===== src/rtl/pll_rst_seq.sv =====
// PLL reset sequencer: pulses PLL RESETB, qualifies lock, releases a synchronous
// system reset, retries a PLL that never locks and latches a sticky fault.
module pll_rst_seq #(
  parameter int SYNC_STAGES  = 2,
  parameter int LOCK_HOLD    = 1024,
  parameter int LOCK_TIMEOUT = 65536,
  parameter int PLL_RST_LEN  = 16,
  parameter int MAX_RETRY    = 3,
  parameter int CNT_W        = 17
) (
  input  logic       clk_i,
  input  logic       rst_n_i,
  input  logic       lock_i,
  output logic       pll_resetb_o,
  output logic       sys_rst_n_o,
  output logic       ready_o,
  output logic       lock_lost_o,
  output logic       fault_o,
  output logic [3:0] retry_cnt_o
);

  localparam int RETRY_W = ($clog2(MAX_RETRY + 1) > 4) ? $clog2(MAX_RETRY + 1) : 4;

  typedef enum logic [2:0] {
    S_PLL_RST,
    S_WAIT_LOCK,
    S_HOLD,
    S_RUN,
    S_FAULT
  } state_t;

  state_t               r_state;
  state_t               w_state_next;
  logic [CNT_W-1:0]     r_cnt;
  logic [CNT_W-1:0]     w_cnt_next;
  logic [RETRY_W-1:0]   r_retry;
  logic [RETRY_W-1:0]   w_retry_next;
  logic                 w_lost_next;
  logic [SYNC_STAGES-1:0] r_sync;
  logic                 w_lock_s;
  logic                 r_pll_resetb;
  logic                 r_sys_rst_n;
  logic                 r_ready;
  logic                 r_lock_lost;
  logic                 r_fault;

  always_ff @(posedge clk_i) begin
    if (!rst_n_i) begin
      r_sync <= '0;
    end else begin
      r_sync <= {r_sync[SYNC_STAGES-2:0], lock_i};
    end
  end

  assign w_lock_s = r_sync[SYNC_STAGES-1];

  always_comb begin
    w_state_next = r_state;
    w_cnt_next   = r_cnt;
    w_retry_next = r_retry;
    w_lost_next  = 1'b0;
    case (r_state)
      S_PLL_RST: begin
        if (r_cnt == CNT_W'(PLL_RST_LEN - 1)) begin
          w_state_next = S_WAIT_LOCK;
          w_cnt_next   = '0;
        end else begin
          w_cnt_next = r_cnt + CNT_W'(1);
        end
      end
      S_WAIT_LOCK: begin
        // Lock is tested first so a lock arriving on the timeout cycle wins.
        if (w_lock_s) begin
          w_state_next = S_HOLD;
          w_cnt_next   = '0;
        end else if (r_cnt == CNT_W'(LOCK_TIMEOUT - 1)) begin
          w_cnt_next = '0;
          if (r_retry == RETRY_W'(MAX_RETRY)) begin
            w_state_next = S_FAULT;
          end else begin
            w_retry_next = r_retry + RETRY_W'(1);
            w_state_next = S_PLL_RST;
          end
        end else begin
          w_cnt_next = r_cnt + CNT_W'(1);
        end
      end
      S_HOLD: begin
        if (!w_lock_s) begin
          w_state_next = S_WAIT_LOCK;
          w_cnt_next   = '0;
        end else if (r_cnt == CNT_W'(LOCK_HOLD - 1)) begin
          w_state_next = S_RUN;
          w_cnt_next   = '0;
        end else begin
          w_cnt_next = r_cnt + CNT_W'(1);
        end
      end
      S_RUN: begin
        if (!w_lock_s) begin
          w_state_next = S_PLL_RST;
          w_cnt_next   = '0;
          w_retry_next = '0;
          w_lost_next  = 1'b1;
        end
      end
      S_FAULT: begin
        w_state_next = S_FAULT;
      end
      default: begin
        w_state_next = S_PLL_RST;
        w_cnt_next   = '0;
      end
    endcase
  end

  // Outputs are decoded from the next state so they change on the same edge.
  always_ff @(posedge clk_i) begin
    if (!rst_n_i) begin
      r_state      <= S_PLL_RST;
      r_cnt        <= '0;
      r_retry      <= '0;
      r_pll_resetb <= 1'b0;
      r_sys_rst_n  <= 1'b0;
      r_ready      <= 1'b0;
      r_lock_lost  <= 1'b0;
      r_fault      <= 1'b0;
    end else begin
      r_state      <= w_state_next;
      r_cnt        <= w_cnt_next;
      r_retry      <= w_retry_next;
      r_pll_resetb <= (w_state_next == S_WAIT_LOCK) || (w_state_next == S_HOLD) ||
                      (w_state_next == S_RUN);
      r_sys_rst_n  <= (w_state_next == S_RUN);
      r_ready      <= (w_state_next == S_RUN);
      r_lock_lost  <= w_lost_next;
      r_fault      <= (w_state_next == S_FAULT);
    end
  end

  assign pll_resetb_o = r_pll_resetb;
  assign sys_rst_n_o  = r_sys_rst_n;
  assign ready_o      = r_ready;
  assign lock_lost_o  = r_lock_lost;
  assign fault_o      = r_fault;
  assign retry_cnt_o  = (r_retry > RETRY_W'(15)) ? 4'hF : r_retry[3:0];

endmodule


===== config.mk =====
export PLATFORM = sky130hd
export DESIGN_NAME = pll_rst_seq
export DESIGN_NICKNAME = d
export VERILOG_FILES = /design/src/rtl/pll_rst_seq.sv
export SDC_FILE = /design/constraint.sdc
export NUM_CORES = 1
export LEC_CHECK = 0
export ABC_AREA = 1
export BUFFER_PORTS_ARGS = -buffer_cell sky130_fd_sc_hd__buf_2
export CORE_MARGIN = 3
export CORE_UTILIZATION = 59
export DETAILED_ROUTE_END_ITERATION = 8
export GPL_ROUTABILITY_DRIVEN = 0
export PLACE_DENSITY = 0.78
export SLEW_MARGIN = 20
export SYNTH_ARGS = -nofsm -noshare
export SYNTH_HDL_FRONTEND = slang
export SYNTH_SLANG_ARGS = --single-unit

===== constraint.sdc =====
create_clock -name clk_i -period 2.3 [get_ports clk_i]
set_clock_uncertainty 0.1 [all_clocks]
set_input_delay 0.23 -clock clk_i [delete_from_list [all_inputs] [get_ports clk_i]]
set_output_delay 0.23 -clock clk_i [all_outputs]
set_load 0.05 [all_outputs]

# Yosys cells after proc, flatten, opt, wreduce, memory -nomap -nowiden
# Cells that the tools add are included.
[word_totals] output_inout_bits=9 n_memories=0 mem_bits_ro=0 latchBits=0 register_bits=30 in_bits=3 ramBits=0 wordCells=57
[op_classes] n_reduce_logical=7 n_div=0 bitwise=1 n_mux=22 magnitude_cmp=1 n_shift=0 n_eq_ne=16 n_mul=0 add_sub_neg=2
[op_table] operator="$mux 17" n=6
[op_table] operator="$pmux 17 s5" n=1
[op_table] operator="$mux 3" n=7
[op_table] operator="$mux 4" n=5
[op_table] operator="$add 17x1->17 const B" n=1
[op_table] operator="$eq 17x10->1 const B" n=1
[op_table] operator="$eq 17x16->1 const B" n=1
[op_table] operator="$eq 17x4->1 const B" n=1
[op_table] operator="$pmux 3 s5" n=1
[op_table] operator="$eq 3x2->1 const B" n=4
[op_table] operator="$ne 2x2->1 const B" n=4
[op_table] operator="$pmux 4 s2" n=1
[op_table] operator="$eq 3x1->1 const B" n=2
[op_table] operator="$eq 3x3->1 const B" n=2
[op_table] operator="$reduce_and 5->1" n=1
[op_table] operator="$add 4x1->4 const B" n=1
[op_table] operator="$eq 4x2->1 const B" n=1
[op_table] operator="$gt 4x4->1 const B" n=1
[op_table] operator="$reduce_and 2->1" n=2
[op_table] operator="$logic_not 3->1" n=1
[op_table] operator="$logic_or 1x1->1" n=2
[op_table] operator="$reduce_bool 2->1" n=1
[op_table] operator="$mux 1" n=1
[op_table] operator="$not 1->1" n=1

# Depth between registers and ports, before layout
# Gate-level depths: netlist of the first run.
[depth] ltp_word=8 depth_mapped=14 mapped_depth_nobuf=14

# Worst setup path after synthesis of the first run
# OpenSTA, ideal clock, no wires.
[synth_timing] path_kind="register to register" start="register r_cnt[1]" end="register r_cnt[12]" arrival_time_ps=1728 n_path_buf=0 setup_ps=121 required_time_ps=2079 synth_period_minus_slack_ps=1950 slack_ps=350 stages_incl_launch_ff=13 cell_sequence="dfxtp_1 -> ha_1 -> nand2_1 -> inv_2 -> nand2_1 -> nor2_2 -> and3_1 -> ha_1 -> inv_1 -> nand2_1 -> nand3_2 -> o21ai_4 -> nor2_1"
[synth_via] elab_chain_len=4 word_cells_on_any_way=10 cone_classes="add/sub (1); eq/ne (3); mux (6)"
[synth_rtl] element="start: declaration" line_no="34" rtl="logic [CNT_W-1:0] r_cnt;"
[synth_rtl] element="start signal: assignment" line_no="130" rtl="r_cnt <= w_cnt_next;"
[synth_rtl] element="$add 17x1->17 (tied with other cells)" line_no="68, 85, 96"
[synth_rtl] element="$mux 17, on equally long branches" line_no="92, 76"
[synth_rtl] element="$mux 17, on equally long branches" line_no="89, 73"
[synth_rtl] element="$pmux 17 s5 *" line_no="62" rtl="case (r_state)"
# Every way passes the cells marked *; elsewhere a longest branch is shown, timed or not.
# A chain may end at the register's enable or synchronous reset.

# Worst setup path in the final report of the first run
[layout_timing] start="register r_cnt[1]" end="register r_retry[3]"
[layout_via] elab_chain_len=3
[layout_rtl] element="$eq 17x16->1" line_no="76" rtl="end else if (r_cnt == CNT_W'(LOCK_TIMEOUT - 1)) begin"
[layout_rtl] element="$ne 2x2->1 (no line)"
[layout_rtl] element="$reduce_and 5->1 (no line)"
[layout_rtl] element="end signal: assignment" line_no="131" rtl="r_retry <= w_retry_next;"
[layout_rtl] element="end: declaration" line_no="36" rtl="logic [RETRY_W-1:0] r_retry;"
# No other way between the ends.

==> flow_summary.json, run 1 <==
{
  "outcome": "finished clean",
  "worst_slew_pin_slew_ns": 0.384,
  "ys_top_cells_by_area": "dfxtp_1, nand2_1, inv_1",
  "clkLatencyLatePin_ns": 0.33,
  "cts_tree": "built",
  "fin_crit_ns": 2.14,
  "synthSimpleGateAreaFrac": 0.396,
  "dieArea_mm2": 0.00349,
  "firstDrtPassIters": 5,
  "register_area_um2": 603,
  "max_cap_violations": 0,
  "overflow": 0,
  "power_leakage_uw": 0.000884,
  "layout_setup_ws_ns": 0.156,
  "start_util": 0.648,
  "max_freq_mhz": 466,
  "multi_input_area_um2": 917,
  "rows": 18,
  "finalSetupViolations": 0,
  "cpMostUsedCell": "nand2_1",
  "r2r-end": "r_retry[3]",
  "ant_nets": 0,
  "final_cells": 302,
  "syn-cell-area_mm2": 0.00166,
  "critPathLaunchType": "flop",
  "clk_pin_slew_ns": 0.09,
  "syn_area_per_cell_um2": 6.62,
  "yosysUniqueCellTypes": 31,
  "ff2ff_path_depth": 14,
  "grt_antenna_before_repair": 0,
  "core-area_mm2": 0.00257,
  "cp_top_family": "simple AND/OR/NAND/NOR gates",
  "layout-drive-gt1-share": 0.165,
  "drv_slew": 0,
  "dp_slack_ns": 0.154,
  "min_from": "rst_n_i",
  "syn_inst": 251,
  "die_w_um": 59.1,
  "irDropWorstVdd_v": 0.000542,
  "min_path_type": "in2reg",
  "place_hpwl_um": 2740,
  "area_growth_pct": 12.1,
  "synth_top_area_cell": "dfxtp_1",
  "wire_per_inst_um": 12.0,
  "regToRegSetupSlack_ns": 0.16,
  "critPathMaxStageDelay_ns": 0.36,
  "ys_warn_count": 0,
  "cpMaxStageDelayCell": "dfxtp_2",
  "final_hold_viol_count": 0,
  "cp.arrival_ns": 2.27,
  "path_buf_inv": 2,
  "io_buffers": 11,
  "placed_cell_area_mm2": 0.00175,
  "cp.required_ns": 2.43,
  "synth_fa_ha_area_frac": 0.0301,
  "slew_headroom": 0.742,
  "r2r-start": "r_cnt[1]",
  "grt_max_degree": 14,
  "cts.sinks": 30,
  "min_to": "r_sync[1]",
  "viasPerCell": 5.34,
  "stdcell_area_mm2": 0.00186,
  "drc": 0,
  "grt_pass1_wl_um": 6110,
  "drt-total-wl_um": 3640,
  "synth_nets": 258,
  "diodes": 0,
  "io_pins": 12,
  "whs_ns": 0.166,
  "synth_top_family_by_area": "simple AND/OR/NAND/NOR gates",
  "clock_path_buffers": 2,
  "fin_crit_sh": 0.932,
  "hold-path-cell-count": 3,
  "drt_iter0_markers": 124,
  "fin_nets": 278,
  "grt_usage": 0.233,
  "path_cells": "ha_2 -> nand2_1 -> inv_2 -> nand2_1 -> nor2_2 -> and3_4 -> ha_2 -> inv_1 -> nor2_2 -> nand4_1 -> nand2_2 -> nand2_1 -> nor2_1 -> nor3_1",
  "cts_root_buf": "clkbuf_4",
  "ys_async_sr_fraction": 0,
  "synth_top_area_frac": 0.361,
  "p_per_area_mw_per_mm2": 476,
  "cts_buffers": 5,
  "cp-end-kind": "flop",
  "synth_compound_area_frac": 0.0843,
  "synth_mux_area_frac": 0,
  "die_h_um": 59.1,
  "crit_fanout": 5,
  "dr_total_vias": 1612,
  "yosys_most_used_dff": "dfxtp_1",
  "crit_type": "reg2reg",
  "synth-xor-area-share": 0.0263,
  "synth_seq_area_share": 0.361,
  "crit_cells": 14,
  "first_global_vias": 1369,
  "synth-seq-cells": 30,
  "placed_cells": 291,
  "fill_cells": 214,
  "synth-edff-count": 0,
  "htreeDepth": 2
}
[state kept, by name, summed over array words and instances, names as in the netlist]
| register | flops |
|---|---|
| r_cnt | 17 |
| r_retry | 4 |
| r_state | 3 |
| r_sync | 2 |
| fault_o | 1 |
| lock_lost_o | 1 |
| pll_resetb_o | 1 |
| ready_o | 1 |
[worst max-delay path by stage]
stage | startpoint | end | slack [ns]
3_3_place_gp | r_cnt[1] | r_retry[2] | 0.23
4_1_cts | r_cnt[1] | r_cnt[14] | 0.14
6_report | r_cnt[1] | r_retry[3] | 0.16
2_1_floorplan | r_cnt[1] | r_cnt[12] | 0.35
3_5_place_dp | r_cnt[1] | r_cnt[14] | 0.15
5_1_grt | r_cnt[1] | r_retry[3] | -0.03
[power by group]
group	leakage, uW	total, uW	internal, uW	switching, uW
Clock	0.0000353	325	148	177
Combinational	0.000606	30.9	11.4	19.5
Sequential	0.000243	532	526	5.97
Total	0.000884	888	685	203
[worst reg2reg max path: cells and delay by family (launching register included)]
kind                       cells  cell delay (ns)
and+or+nand+nor               10             1.09
adders and majority gates      2             0.37
buffers and inverters          2             0.13
DFF                            1             0.36
[cell usage in the layout, fill, tap and decap left out, types with 3 or more instances in the layout]
cell type  netlist  layout
clkbuf_4         0       5
inv_1           36      36
buf_2            0      11
dfxtp_1         30      28
nor3_1           8       8
o21ai_1          5       5
o21ai_0          3       3
inv_2            3       3
xnor2_1          4       4
buf_4            1       3
nand4_1          6       6
nor2_1          35      34
nand3_1         17      17
nor2_2           3       4
nand2_2          2       4
nand2_1         62      60
a21oi_1         14      14
[Yosys cell counts, drive strengths merged, types with 2 or more instances]
cell	count
nor2	39
o21ai	9
and3	3
clkinv	2
nand2	65
xnor2	4
nand3	19
nand4	6
nor3	10
dfxtp	30
ha	4
inv	39
a21oi	14
[final cells by class]
class,instances,area share
Clock buffer,7,0.0295
Clock inverter,1,0.00268
Inverter,41,0.0852
Multi-Input combinational cell,178,0.492
Sequential cell,30,0.323
Tap cell,30,0.0201
Timing Repair Buffer,15,0.0470
[per-stage QoR]
stage                      util  power (uW)  setup TNS, ns
final                     0.726         888              0
after CTS                 0.710         889              0
after global placement    0.682         571              0
after global routing      0.726         926        -0.0605
after detailed placement  0.682         571              0
after floorplan               -         561              0
[repair_timing]
item / 4_1_cts / 5_1_grt
buffers inserted: 0 / 2
setup endpoints to repair: 0 / 14
endpoints found under the hold margin: 1 / 0
hold buffers: 1 / 0
resized for setup: 0 / 9
[kinds of logic (layout without fill, tap and decap cells)]
family	Yosys count	count (layout)
flip-flops	30	30
buffers and inverters	43	64
AO/OA/AOI/OAI	25	25
AND/OR/NAND/NOR	144	144
XOR/XNOR	5	5
adder cells (fa/ha/maj)	4	4
[routing by layer]
| layer | track usage | share of wire | vias up | wire (um) |
|---|---|---|---|---|
| met3 | 0.0871 | 0.076 | 10 | 278 |
| met1 | 0.346 | 0.49 | 704 | 1790 |
| met2 | 0.304 | 0.41 | 59 | 1500 |
| met5 | 0 | 0 | - | 0 |
| met4 | 0.0777 | 0.020 | 0 | 72 |
| li1 | - | - | 839 | - |
Note: power is estimated with default switching activity, not from simulation.
==> run 2, diff against run 1 <==
--- a/config.mk
+++ b/config.mk
@@ -8,10 +8,10 @@
 export ABC_AREA = 1
 export BUFFER_PORTS_ARGS = -buffer_cell sky130_fd_sc_hd__buf_2
 export CORE_MARGIN = 3
-export CORE_UTILIZATION = 59
+export CORE_UTILIZATION = 48
 export DETAILED_ROUTE_END_ITERATION = 8
 export GPL_ROUTABILITY_DRIVEN = 0
-export PLACE_DENSITY = 0.78
+export PLACE_DENSITY = 0.66
 export SLEW_MARGIN = 20
 export SYNTH_ARGS = -nofsm -noshare
 export SYNTH_HDL_FRONTEND = slang
==> run 2 against run 1 <==
  * Global-route usage is 4.5 points lower
  * Sequential cell count is the same
  * Sequential share of layout area down 0.26 points
  * Critical endpoint is now r_retry[2]
  * Sequential power is essentially flat
  * Largest power group unchanged
  * Final cell count up 4.3%
==> flow_summary.json, run 2 (synthesized netlist as in run 1, its figures left out) <==
{
  "outcome": "finished clean",
  "power_frac_seq": 0.602,
  "io_buffers": 11,
  "clkLatencyLatePin_ns": 0.32,
  "area_growth_pct": 12.8,
  "dr_total_vias": 1530,
  "top_register": "r_cnt",
  "drc": 0,
  "fill_cells": 322,
  "cts.sinks": 30,
  "min_path_type": "in2reg",
  "path_cells": "ha_1 -> nand2_1 -> inv_2 -> nand2_1 -> nor2_2 -> and3_4 -> ha_2 -> inv_1 -> nor2_2 -> nand4_1 -> nand2_2 -> and3_1 -> nor3_1",
  "placed_cell_area_mm2": 0.00177,
  "grt_usage": 0.188,
  "overflow": 0,
  "cp.arrival_ns": 2.24,
  "critPathMaxStageDelay_ns": 0.35,
  "finalSetupViolations": 0,
  "cp_top_family": "simple AND/OR/NAND/NOR gates",
  "slew_headroom": 0.716,
  "crit_type": "reg2reg",
  "mostFrequentLayoutCells": "nand2_1, inv_1, nor2_1, dfxtp_1, nand3_1",
  "viasPerCell": 4.86,
  "combPwrFrac": 0.033,
  "htreeDepth": 2,
  "max_freq_mhz": 471,
  "diodes": 0,
  "cts_buffers": 5,
  "largest_reg_flops": 17,
  "cp-end-kind": "flop",
  "stdcell_area_mm2": 0.00188,
  "core-area_mm2": 0.00318,
  "p_per_area_mw_per_mm2": 470,
  "crit_fanout": 5,
  "layout_commonest_cell": "nand2_1",
  "p_sw_frac": 0.224,
  "largestRegisters": "r_cnt (17), r_retry (4), r_state (3)",
  "power_leakage_uw": 0.000880,
  "worst_slew_pin_slew_ns": 0.423,
  "io_pins": 12,
  "cp.required_ns": 2.42,
  "clk_pin_slew_ns": 0.09,
  "dieArea_mm2": 0.00421,
  "die_w_um": 64.9,
  "clockPowerShare": 0.365,
  "rows": 20,
  "drv_slew": 0,
  "clock_path_buffers": 2,
  "fin_crit_ns": 2.12,
  "fin_crit_sh": 0.923,
  "final_hold_viol_count": 0,
  "fin_nets": 277,
  "cts_root_buf": "clkbuf_4",
  "firstDrtPassIters": 4,
  "internal_power_uw": 684,
  "irDropWorstVdd_v": 0.000242,
  "cts_tree": "built",
  "whs_ns": 0.163,
  "register_area_um2": 602,
  "first_global_vias": 1407,
  "cpMaxStageDelayCell": "dfxtp_1",
  "critPathLaunchType": "flop",
  "drt-total-wl_um": 3530,
  "grt_pass1_wl_um": 6220,
  "die_h_um": 64.9,
  "grt_max_degree": 14,
  "max_cap_violations": 0,
  "p_switching_uw": 197,
  "path_buf_inv": 2,
  "wire_per_inst_um": 11.2,
  "start_util": 0.523,
  "place_hpwl_um": 2710,
  "multi_input_area_um2": 920,
  "ant_nets": 0,
  "grt_antenna_before_repair": 0,
  "drt_iter0_markers": 157,
  "layout-drive-gt1-share": 0.159
}
run 2: final timing paths:
kind	startpoint	endpoint	slack, ns	cells after the start
max	r_cnt[0]	r_retry[2]	0.18	13
min	rst_n_i	r_sync[1]	0.16	3
max reg2reg	r_cnt[0]	r_retry[2]	0.18	13
min reg2reg	r_sync[0]	r_sync[1]	0.31	2
run 2: routing by layer:
layer | vias up | wire [um] | track usage
met2 | 23 | 1550 | 0.294
met5 | - | 0 | 0
met4 | 0 | 32 | 0.0633
met3 | 4 | 107 | 0.0416
li1 | 831 | - | -
met1 | 672 | 1840 | 0.255
run 2: timing repair:
action | in CTS | in global routing
hold buffers | 1 | 0
gates resized for setup | 0 | 8
hold endpoints to repair | 1 | 0
endpoints found under the setup margin | 0 | 13
setup buffers | 0 | 1
run 2: final cells by class:
class / instances / area share
clock inverter: 1 / 0.00267
multi-input combinational: 178 / 0.490
timing repair buffer: 14 / 0.0427
sequential: 30 / 0.321
inverter: 41 / 0.0847
tap: 44 / 0.0294
clock buffer: 7 / 0.0294
run 2: through the flow:
stage	setup WS (ns)	utilization	std cells	total power [uW]	setup TNS (ns)
floorplan	0.350	-	251	561	0
global placement	0.196	0.557	305	571	0
detailed placement	0.128	0.557	305	571	0
CTS	0.0997	0.579	314	895	0
global route	-0.00403	0.590	315	920	-0.00403
finish	0.177	0.590	315	882	0
run 2: power by group through the flow:
| stage | sequential [uW] | clock (uW) | combinational, uW |
|---|---|---|---|
| 5_1_grt | 532 | 355 | 33.5 |
| 3_5_place_dp | 543 | 0 | 28.1 |
| 6_report | 531 | 322 | 29.1 |
| 2_1_floorplan | 541 | 0 | 19.4 |
| 4_1_cts | 530 | 335 | 29.5 |
| 3_3_place_gp | 542 | 0 | 28.6 |
run 2: worst reg2reg max path, delay by kind of cell, from the launching register on:
kind	cells	cell delay (ns)
adder cells (fa/ha/maj)	2	0.36
buffers and inverters	2	0.13
flip-flops	1	0.35
AND/OR/NAND/NOR	9	1.08
